File: config.mk
export PLATFORM = sky130hd
export DESIGN_NAME = fifo_wr_arbiter_flat
export DESIGN_NICKNAME = d
export VERILOG_FILES = /design/src/rtl/fifo_arb_pkg.sv /design/src/rtl/fifo_wr_arbiter_if.sv /design/src/rtl/fifo_wr_arbiter_rr_pick.sv /design/src/rtl/fifo_wr_arbiter.sv /design/src/flat_wrapper.sv
export SDC_FILE = /design/constraint.sdc
export NUM_CORES = 1
export LEC_CHECK = 0
export CAP_MARGIN = 20
export CORE_MARGIN = 2
export CORE_UTILIZATION = 37
export DETAILED_ROUTE_END_ITERATION = 8
export GPL_TIMING_DRIVEN = 0
export HOLD_SLACK_MARGIN = 0.15
export PLACE_DENSITY = 0.81
export SLEW_MARGIN = 20
export SYNTH_ARGS = -nofsm -noshare
export SYNTH_HDL_FRONTEND = slang
export SYNTH_HIERARCHICAL = 1
export SYNTH_SLANG_ARGS = --single-unit
File: constraint.sdc
create_clock -name wclk -period 1.7 [get_ports wclk]
set_input_delay 0.17 -clock wclk [delete_from_list [all_inputs] [get_ports wclk]]
set_output_delay 0.17 -clock wclk [all_outputs]
set_load 0.1 [all_outputs]
File: src/rtl/fifo_arb_pkg.sv
// Shared definitions for the FIFO write-side arbiter and its read-side peers:
// FSM state encoding, the layout of the tagged FIFO word and a clog2 helper.
package fifo_arb_pkg;

  typedef enum logic [1:0] {
    IDLE  = 2'd0,
    ARB   = 2'd1,
    BURST = 2'd2,
    GAP   = 2'd3
  } arb_state_t;

  // Ceiling log2, usable in constant expressions (parameter derivation).
  function automatic int clog2(input int value);
    int r;
    r = 0;
    while ((1 << r) < value) r++;
    return r;
  endfunction

  // Tagged FIFO word is {last, chn, data}: the last flag sits above the channel field.
  function automatic int last_bit(input int data_width, input int chn_bits);
    return data_width + chn_bits;
  endfunction

  // The channel field starts right above the payload.
  function automatic int chn_lsb(input int data_width);
    return data_width;
  endfunction

endpackage

File: src/rtl/fifo_wr_arbiter_if.sv
// Channel-side and FIFO-side handshake bundle of the write arbiter.
// master = the arbiter, slave = staging buffers plus FIFO write port.
interface fifo_wr_arbiter_if
  import fifo_arb_pkg::*;
#(
  parameter int NUM_CHN    = 4,
  parameter int DATA_WIDTH = 16
);
  localparam int CHN_BITS  = clog2(NUM_CHN);
  localparam int WORD_BITS = DATA_WIDTH + CHN_BITS + 1;

  logic [NUM_CHN-1:0]            chn_req;
  logic [NUM_CHN*DATA_WIDTH-1:0] chn_data;
  logic [NUM_CHN-1:0]            chn_rd;
  logic                          fifo_half_empty;
  logic                          fifo_we;
  logic [WORD_BITS-1:0]          fifo_data;

  modport master (
    input  chn_req, chn_data, fifo_half_empty,
    output chn_rd, fifo_we, fifo_data
  );

  modport slave (
    output chn_req, chn_data, fifo_half_empty,
    input  chn_rd, fifo_we, fifo_data
  );

endinterface

File: src/rtl/fifo_wr_arbiter_rr_pick.sv
// Rotate-priority encoder: picks the first requester at or after last+1
// (mod NUM_CHN), so the most recent winner always ranks lowest.
module rr_pick
  import fifo_arb_pkg::*;
#(
  parameter int  NUM_CHN  = 4,
  localparam int CHN_BITS = clog2(NUM_CHN)
) (
  input  logic [NUM_CHN-1:0]  req,
  input  logic [CHN_BITS-1:0] last,
  output logic [CHN_BITS-1:0] gnt,
  output logic                any
);

  // Walk the channels starting one past the previous winner; first hit wins.
  always_comb begin
    // NOTE: every output gets a default before the search so no path leaves
    // a value held over from the previous evaluation, which would be a latch.
    gnt = '0;
    any = 1'b0;
    for (int i = 1; i <= NUM_CHN; i++) begin
      int idx;
      idx = int'(last) + i;
      if (idx >= NUM_CHN) idx = idx - NUM_CHN;
      if (!any && req[idx]) begin
        gnt = CHN_BITS'(idx);
        any = 1'b1;
      end
    end
  end

endmodule

File: src/rtl/fifo_wr_arbiter.sv
// Round-robin write-side arbiter: grants whole BURST_LEN bursts from one of
// NUM_CHN FWFT staging buffers into a shared clock-crossing FIFO, tagging each
// word with its channel and an end-of-burst flag. A burst only starts while
// the FIFO reports half_empty; once started it always runs to completion.
module fifo_wr_arbiter
  import fifo_arb_pkg::*;
#(
  parameter int  NUM_CHN    = 4,
  parameter int  DATA_WIDTH = 16,
  parameter int  BURST_LEN  = 8,
  localparam int CHN_BITS   = clog2(NUM_CHN)
) (
  input  logic                wclk,
  input  logic                rst,
  input  logic                wrst,
  input  logic                en,
  output logic                busy,
  output logic [CHN_BITS-1:0] cur_chn,
  fifo_wr_arbiter_if.master   bus
);

  localparam int LAST_BIT  = last_bit(DATA_WIDTH, CHN_BITS);
  localparam int CHN_LSB   = chn_lsb(DATA_WIDTH);
  localparam int WORD_BITS = DATA_WIDTH + CHN_BITS + 1;
  localparam int CNT_BITS  = (BURST_LEN > 1) ? clog2(BURST_LEN) : 1;

  arb_state_t            state, state_nxt;
  logic [CNT_BITS-1:0]   cnt, cnt_nxt;
  logic [CHN_BITS-1:0]   chn_nxt;
  logic [CHN_BITS-1:0]   pick_gnt;
  logic                  pick_any;
  logic [WORD_BITS-1:0]  word;
  logic                  we_q;
  logic [WORD_BITS-1:0]  data_q;

  rr_pick #(
    .NUM_CHN (NUM_CHN)
  ) u_pick (
    .req  (bus.chn_req),
    .last (cur_chn),
    .gnt  (pick_gnt),
    .any  (pick_any)
  );

  // Next-state logic: arbitration in ARB, fixed-length burst, one-cycle GAP.
  always_comb begin
    state_nxt = state;
    cnt_nxt   = cnt;
    chn_nxt   = cur_chn;
    unique case (state)
      IDLE: begin
        if (en) state_nxt = ARB;
      end
      ARB: begin
        if (!en) begin
          state_nxt = IDLE;
        end else if (bus.fifo_half_empty && pick_any) begin
          chn_nxt   = pick_gnt;
          cnt_nxt   = CNT_BITS'(BURST_LEN - 1);
          state_nxt = BURST;
        end
      end
      BURST: begin
        if (cnt == '0) state_nxt = GAP;
        else           cnt_nxt   = cnt - 1'b1;
      end
      GAP: begin
        state_nxt = en ? ARB : IDLE;
      end
      default: state_nxt = IDLE;
    endcase
  end

  // FSM registers; cur_chn resets to the top channel so channel 0 wins first.
  always_ff @(posedge wclk or posedge rst) begin
    if (rst) begin
      state   <= IDLE;
      cnt     <= '0;
      cur_chn <= CHN_BITS'(NUM_CHN - 1);
    end else if (wrst) begin
      state   <= IDLE;
      cnt     <= '0;
      cur_chn <= CHN_BITS'(NUM_CHN - 1);
    end else begin
      // NOTE: non-blocking assignments so every register here samples the
      // pre-edge values, independent of statement order or other blocks.
      state   <= state_nxt;
      cnt     <= cnt_nxt;
      cur_chn <= chn_nxt;
    end
  end

  // Pop strobe for the granted channel while the burst runs.
  always_comb begin
    bus.chn_rd = '0;
    if (state == BURST) bus.chn_rd[cur_chn] = 1'b1;
  end

  // Tag the popped head word with its channel and the end-of-burst flag.
  always_comb begin
    word                       = '0;
    word[LAST_BIT]             = (cnt == '0);
    word[CHN_LSB +: CHN_BITS]  = cur_chn;
    word[DATA_WIDTH-1:0]       = bus.chn_data[int'(cur_chn)*DATA_WIDTH +: DATA_WIDTH];
  end

  // Output register: the FIFO sees each popped word exactly one cycle later.
  // A reset drops whatever word was in flight, so a truncated burst has no last.
  always_ff @(posedge wclk or posedge rst) begin
    if (rst) begin
      we_q   <= 1'b0;
      data_q <= '0;
    end else if (wrst) begin
      we_q   <= 1'b0;
      data_q <= '0;
    end else begin
      we_q   <= (state == BURST);
      data_q <= (state == BURST) ? word : '0;
    end
  end

  assign bus.fifo_we   = we_q;
  assign bus.fifo_data = data_q;
  assign busy          = (state != IDLE);

endmodule

File: src/flat_wrapper.sv
// flat-port wrapper written by rule: the top's interface ports become plain ports
module fifo_wr_arbiter_flat import fifo_arb_pkg::*;
#(
  parameter int  NUM_CHN    = 4,
  parameter int  DATA_WIDTH = 16,
  parameter int  BURST_LEN  = 8,
  localparam int CHN_BITS   = clog2(NUM_CHN)
)
  (wclk, rst, wrst, en, busy, cur_chn, bus_chn_req, bus_chn_data, bus_fifo_half_empty, bus_chn_rd, bus_fifo_we, bus_fifo_data);
  fifo_wr_arbiter_if #(.NUM_CHN(NUM_CHN), .DATA_WIDTH(DATA_WIDTH)) bus_i ();
  input  logic wclk;
  input  logic rst;
  input  logic wrst;
  input  logic en;
  output logic busy;
  output logic [CHN_BITS-1:0] cur_chn;
  input wire logic [$bits(bus_i.chn_req)-1:0] bus_chn_req;
  input wire logic [$bits(bus_i.chn_data)-1:0] bus_chn_data;
  input wire logic [$bits(bus_i.fifo_half_empty)-1:0] bus_fifo_half_empty;
  output wire logic [$bits(bus_i.chn_rd)-1:0] bus_chn_rd;
  output wire logic [$bits(bus_i.fifo_we)-1:0] bus_fifo_we;
  output wire logic [$bits(bus_i.fifo_data)-1:0] bus_fifo_data;
  assign bus_i.chn_req = bus_chn_req;
  assign bus_i.chn_data = bus_chn_data;
  assign bus_i.fifo_half_empty = bus_fifo_half_empty;
  assign bus_chn_rd = bus_i.chn_rd;
  assign bus_fifo_we = bus_i.fifo_we;
  assign bus_fifo_data = bus_i.fifo_data;
  fifo_wr_arbiter #(.NUM_CHN(NUM_CHN), .DATA_WIDTH(DATA_WIDTH), .BURST_LEN(BURST_LEN)) u_core (.wclk(wclk), .rst(rst), .wrst(wrst), .en(en), .busy(busy), .cur_chn(cur_chn), .bus(bus_i));
endmodule
==> results.json, run 1 <==
{
  "power_frac_clock_pct": 24.3,
  "dp_hpwl_mm": 3.36,
  "core_um2": 4060,
  "dieArea_um2": 4810,
  "die_y_um": 69.3,
  "grt_pass1_vias": 1515,
  "yosys_register_bits": 27,
  "num-fill-cells": 307,
  "pre_cts_slack_ps": -850,
  "fin_skew_ps": 8.80,
  "gp_routability_congestion": 0.787,
  "antenna_found_initial": 0,
  "fin_crit_sh_pct": 102,
  "port_buffers": 99,
  "start_util_pct": 38.9,
  "syn_area_um2": 1580,
  "netSwitchingPower_w": 0.000395,
  "insertion_delay_ps": 270,
  "p_comb_share_pct": 30.5,
  "drv_cap": 0,
  "routed_wl_mm": 4.47,
  "drive_gt1_share_pct": 22.9,
  "post_drt_wl_per_cell_um": 15.6,
  "worstMarginPinSlew_ps": 992,
  "drt_pass1_iterations": 4,
  "fin_area_um2": 2860,
  "placementRows": 23,
  "cts_buffer_depth": 2,
  "yosysSeqAreaShare_pct": 42.9,
  "intPower_w": 0.00108,
  "io_pins": 100,
  "status": "finished, violations left",
  "setup_violations": 1,
  "syn_avg_cell_area_um2": 12.8,
  "ys_types": 33,
  "cp_data_required_time_ps": 1530,
  "cts.clk_slew.worst_paths_ps": 100,
  "nNetsFinal": 312,
  "setup_tns_ps": -39.5,
  "layout_commonest_cell": "clkdlybuf4s50_1",
  "ant_nets": 0,
  "cts_tree": "yes",
  "cts_buffers": 3,
  "grtUsageTotal_pct": 19.5,
  "min_path_type": "in -> async",
  "fmax_ghz": 0.575,
  "placed_area_um2": 2720,
  "multiInputGateArea_um2": 871,
  "n_antenna_cell": 0,
  "area_delta_synth_final_pct": 81.0,
  "hold-worst-slack_ps": 262,
  "drc_errors": 0,
  "criticalPathCategory": "reg -> out",
  "slew_headroom_pct": 34.2,
  "die_w_um": 69.3,
  "yosys.area.top_type": "dfrtp_1",
  "critPathArrivalTime_ps": 1570,
  "violations": "setup timing",
  "viasPerCell": 5.11,
  "period_minus_slack_ps": 1740,
  "htree_levels": 1,
  "final_max_slew_viol_count": 0,
  "p_leak_nw": 1.37,
  "holdBufCountCts": 0,
  "hold_viol": 0,
  "grt_overflow_total": 0,
  "grt_pass1_wl_mm": 7.55,
  "rsz0062_at_grt": "yes",
  "syn-num-nets": 198,
  "ir_drop_uv": 283,
  "switching_share_pct": 26.8,
  "synthCells": 123,
  "drtIter0Drc": 64,
  "cts_sinks": 27,
  "synth.top_cell.area_share_pct": 39.6,
  "root_buffer": "clkbuf_8",
  "r2r_slack_ps": 20,
  "yosys_warnings": 6,
  "cp-start-kind": "flop",
  "end_kind": "output port",
  "grt_max_degree": 28,
  "layout_common_cells": "72 x clkdlybuf4s50_1, 25 x dfrtp_1, 19 x dlygate4sd2_1",
  "regArea_um2": 686,
  "seq_power_share_pct": 45.2,
  "vias": 1461,
  "crit_path_max_fanout": 5,
  "synth.area.top_cells": "dfrtp_1 40%, mux4_1 15%, mux4_2 10%",
  "power_density_nw_per_um2": 517,
  "finalWorstSetupSlack_ps": -39.5
}
-- logic make-up after synthesis --
| group | synth area share [%] |
|---|---|
| flops | 42.9 |
| buf+inv | 5.15 |
| fa+ha+maj | 1.58 |
| simple gates | 15.2 |
| mux | 25.6 |
| compound gates | 9.51 |
-- cell type report --
cell class | count | area share (%)
Buffer | 6 | 2.19
Clock buffer | 3 | 1.44
Clock inverter | 1 | 0.175
Inverter | 8 | 1.18
Multi-Input combinational cell | 81 | 30.5
Sequential cell | 27 | 24.0
Tap cell | 50 | 2.19
Timing Repair Buffer | 110 | 38.4
-- synth_stat cells (all sizes together) --
cell / n
ha: 2
mux2i: 1
nand2b: 6
mux4: 16
clkbuf: 4
nor3: 2
a211o: 2
dfstp: 2
and2: 16
nor2: 7
or2: 1
a2111oi: 1
and2b: 2
a311o: 2
nand2: 3
or4: 1
a31oi: 4
dfrtp: 25
o21ai: 1
inv: 8
buf: 3
o311a: 2
nand3: 1
o221ai: 1
and3: 1
nor2b: 2
a21oi: 7
-- state kept, by name (all words and copies together) (netlist names) --
signal and count:
u_core/cnt 3, u_core/bus.fifo_we 1, u_core/state 2, u_core/bus.fifo_data 19, u_core/cur_chn 2
-- worst max-delay path, cell delays in order, from the launching register on --
cell and delay (ps):
dfstp_4 660, buf_12 120, clkinvlp_4 140, nor3_4 180, buf_12 200
-- power by group through the flow --
stage / registers, W / clock network (W) / logic, W
after CTS: 0.000667 / 0.000368 / 0.000453
final: 0.000667 / 0.000359 / 0.000451
after detailed placement: 0.000681 / 0 / 0.000435
after floorplan: 0.000728 / 0 / 0.000173
after global routing: 0.000670 / 0.000405 / 0.000478
after global placement: 0.000680 / 0 / 0.000430
-- stage by stage --
step / total power [W] / utilization [%] / instances
6_report: 0.00148 / 70.4 / 286
5_1_grt: 0.00155 / 70.4 / 286
4_1_cts: 0.00149 / 70.4 / 285
3_5_place_dp: 0.00112 / 67.0 / 272
3_3_place_gp: 0.00111 / 67.0 / 272
2_1_floorplan: 0.000900 / - / 123
-- metal layers --
metal  part of all wire, %  vias to the layer above  GRT usage (%)
li1                      -                      685              -
met1                    42                      692           26.5
met2                    47                       82           31.2
met3                   9.5                        2           5.09
met4                  0.76                        0           5.23
met5                     0                        -              0
-- what timing repair did --
item / CTS / global route
resized for setup: 79 / 3
setup buffers: 9 / 2
gates cloned: 0 / 0
endpoints found under the setup margin: 43 / 20
pin swaps: 3 / 2
-- worst paths after layout --
kind / endpoint / cells after the start / startpoint
setup / recovery: bus_chn_rd[1] / 4 / u_core/cur_chn[0]$_DFFE_PP1P_
hold / removal: u_core/bus.fifo_data[15]$_DFF_PP0_ / 2 / rst
setup reg to reg: u_core/bus.fifo_data[14]$_DFF_PP0_ / 4 / u_core/cur_chn[0]$_DFFE_PP1P_
hold reg to reg: u_core/cnt[1]$_DFFE_PP0P_ / 1 / u_core/cnt[1]$_DFFE_PP0P_
max in group asynchronous: u_core/bus.fifo_data[12]$_DFF_PP0_ / 2 / rst
min in group wclk: u_core/state[0]$_DFFE_PP0P_ / 3 / en
No activity file was read; power rests on OpenSTA's default activity.
==> run 2: changes to the inputs <==
Settings changed: ABC_AREA set to 0.
==> results of run 2 <==
No change in the layout: final DEF, timing and power equal those of run 1.
==> run 3: changes to the inputs <==
Settings changed: CORE_MARGIN 2 to 8, PLACE_DENSITY 0.81 to 0.87, TNS_END_PERCENT set to 30.
==> results.json, run 3 (synthesized netlist as in run 1, its figures left out) <==
{
  "grt_overflow_total": 0,
  "cts_buffers": 3,
  "largest_register_ff_count": 19,
  "worstMarginPinSlew_ps": 1000,
  "pre_cts_slack_ps": -839,
  "port_buffers": 99,
  "routed-wl-met3_um": 778,
  "dp_hpwl_mm": 4.27,
  "critPathArrivalTime_ps": 1630,
  "fmax_ghz": 0.555,
  "die_y_um": 81.3,
  "route.met2.wl_mm": 2.26,
  "insertion_delay_ps": 270,
  "area_delta_synth_final_pct": 81.1,
  "violations": "setup timing",
  "holdBufCountCts": 0,
  "crit_path_max_fanout": 4,
  "rsz0062_at_grt": "yes",
  "setup_tns_ps": -695,
  "drive_gt1_share_pct": 24.0,
  "end_kind": "output port",
  "fin_crit_sh_pct": 106,
  "grt_pass1_wl_mm": 8.12,
  "num-fill-cells": 320,
  "wl_met1_mm": 2.24,
  "drv_cap": 0,
  "hold_viol": 0,
  "drc_errors": 0,
  "grt_pass1_vias": 1570,
  "cts_buffer_depth": 2,
  "power_density_nw_per_um2": 521,
  "fin_skew_ps": 4.95,
  "layout_commonest_cell": "clkdlybuf4s50_1",
  "setup_violations": 15,
  "viasPerCell": 5.12,
  "layout_common_cells": "72 x clkdlybuf4s50_1, 25 x dfrtp_1, 17 x dlygate4sd2_1",
  "root_buffer": "clkbuf_8",
  "post-route-util_pct": 70.5,
  "die_w_um": 81.3,
  "cp_data_required_time_ps": 1530,
  "routed.top_layer": "met4",
  "dieArea_um2": 6610,
  "cts_tree": "yes",
  "period_minus_slack_ps": 1800,
  "min_path_type": "in -> async",
  "status": "finished, violations left",
  "routed_wl_mm": 5.33,
  "ir_drop_uv": 321,
  "start_util_pct": 38.9,
  "io_pins": 100,
  "cp-start-kind": "flop",
  "cts_sinks": 27,
  "drt_pass1_iterations": 4,
  "n_antenna_cell": 0,
  "finalWorstSetupSlack_ps": -101,
  "placementRows": 23,
  "nNetsFinal": 309,
  "final_max_slew_viol_count": 0,
  "cts.clk_slew.worst_paths_ps": 90,
  "ant_nets": 0,
  "drtIter0Drc": 46,
  "vias": 1449,
  "grtUsageTotal_pct": 15.6,
  "totalPowerFinal_w": 0.00149,
  "core_um2": 4060,
  "grt_max_degree": 28,
  "htree_levels": 1,
  "p_leak_nw": 1.35,
  "criticalPathCategory": "reg -> out",
  "post_drt_wl_per_cell_um": 18.8,
  "gp_routability_congestion": 0.819,
  "slew_headroom_pct": 33.5,
  "antenna_found_initial": 0
}
run 3: routing by layer:
| metal | vias to the layer above | track usage [%] |
|---|---|---|
| met5 | - | 0 |
| met2 | 87 | 24.4 |
| li1 | 674 | - |
| met3 | 2 | 5.74 |
| met1 | 686 | 19.8 |
| met4 | 0 | 4.29 |
run 3: repair_timing:
item,4_1_cts,5_1_grt
gates cloned,0,0
resized for setup,70,14
pin swaps,5,2
setup endpoints to repair,43,24
buffers inserted,6,0
run 3: path summary, 6_finish.rpt:
| path | from | to | slack (ps) | depth (start not counted) |
|---|---|---|---|---|
| max | u_core/cur_chn[0]$_DFFE_PP1P_ | bus_chn_rd[1] | -100 | 5 |
| min | rst | u_core/bus.fifo_data[3]$_DFF_PP0_ | 150 | 2 |
| max reg2reg | u_core/cur_chn[0]$_DFFE_PP1P_ | u_core/bus.fifo_data[8]$_DFF_PP0_ | -70 | 4 |
| min reg2reg | u_core/cnt[1]$_DFFE_PP0P_ | u_core/cnt[1]$_DFFE_PP0P_ | 590 | 1 |
| max in group asynchronous | rst | u_core/cur_chn[1]$_DFFE_PP1P_ | 1110 | 3 |
| min in group wclk | en | u_core/state[0]$_DFFE_PP0P_ | 580 | 3 |
run 3: critical path: stages (launching register included):
cell and delay, ps:
dfstp_4 650, buf_12 110, buf_12 110, clkinvlp_4 130, nor3_4 170, buf_12 200
run 3: area by class of cell:
type	count	area, um2	share of cell area (%)
inverter	8	33.8	1.18
buffer	7	82.6	2.89
sequential	27	686	24.0
tap	50	62.6	2.19
clock inverter	1	5.00	0.175
clock buffer	3	41.3	1.44
multi-input combinational	81	871	30.4
timing repair buffer	106	1080	37.7
run 3: metrics by stage:
stage                     cell area [um2]  hold slack (ps)  instances
after detailed placement             2720              560        272
after floorplan                      1670              221        123
after CTS                            2830              505        282
after global routing                 2860              160        283
final                                2860              148        283
after global placement               2720              549        272
run 3: power by group:
group / total (W) / internal [W] / switching, W
Combinational: 0.000465 / 0.000267 / 0.000197
Sequential: 0.000668 / 0.000657 / 0.0000111
Clock: 0.000357 / 0.000164 / 0.000193
Total: 0.00149 / 0.00109 / 0.000401
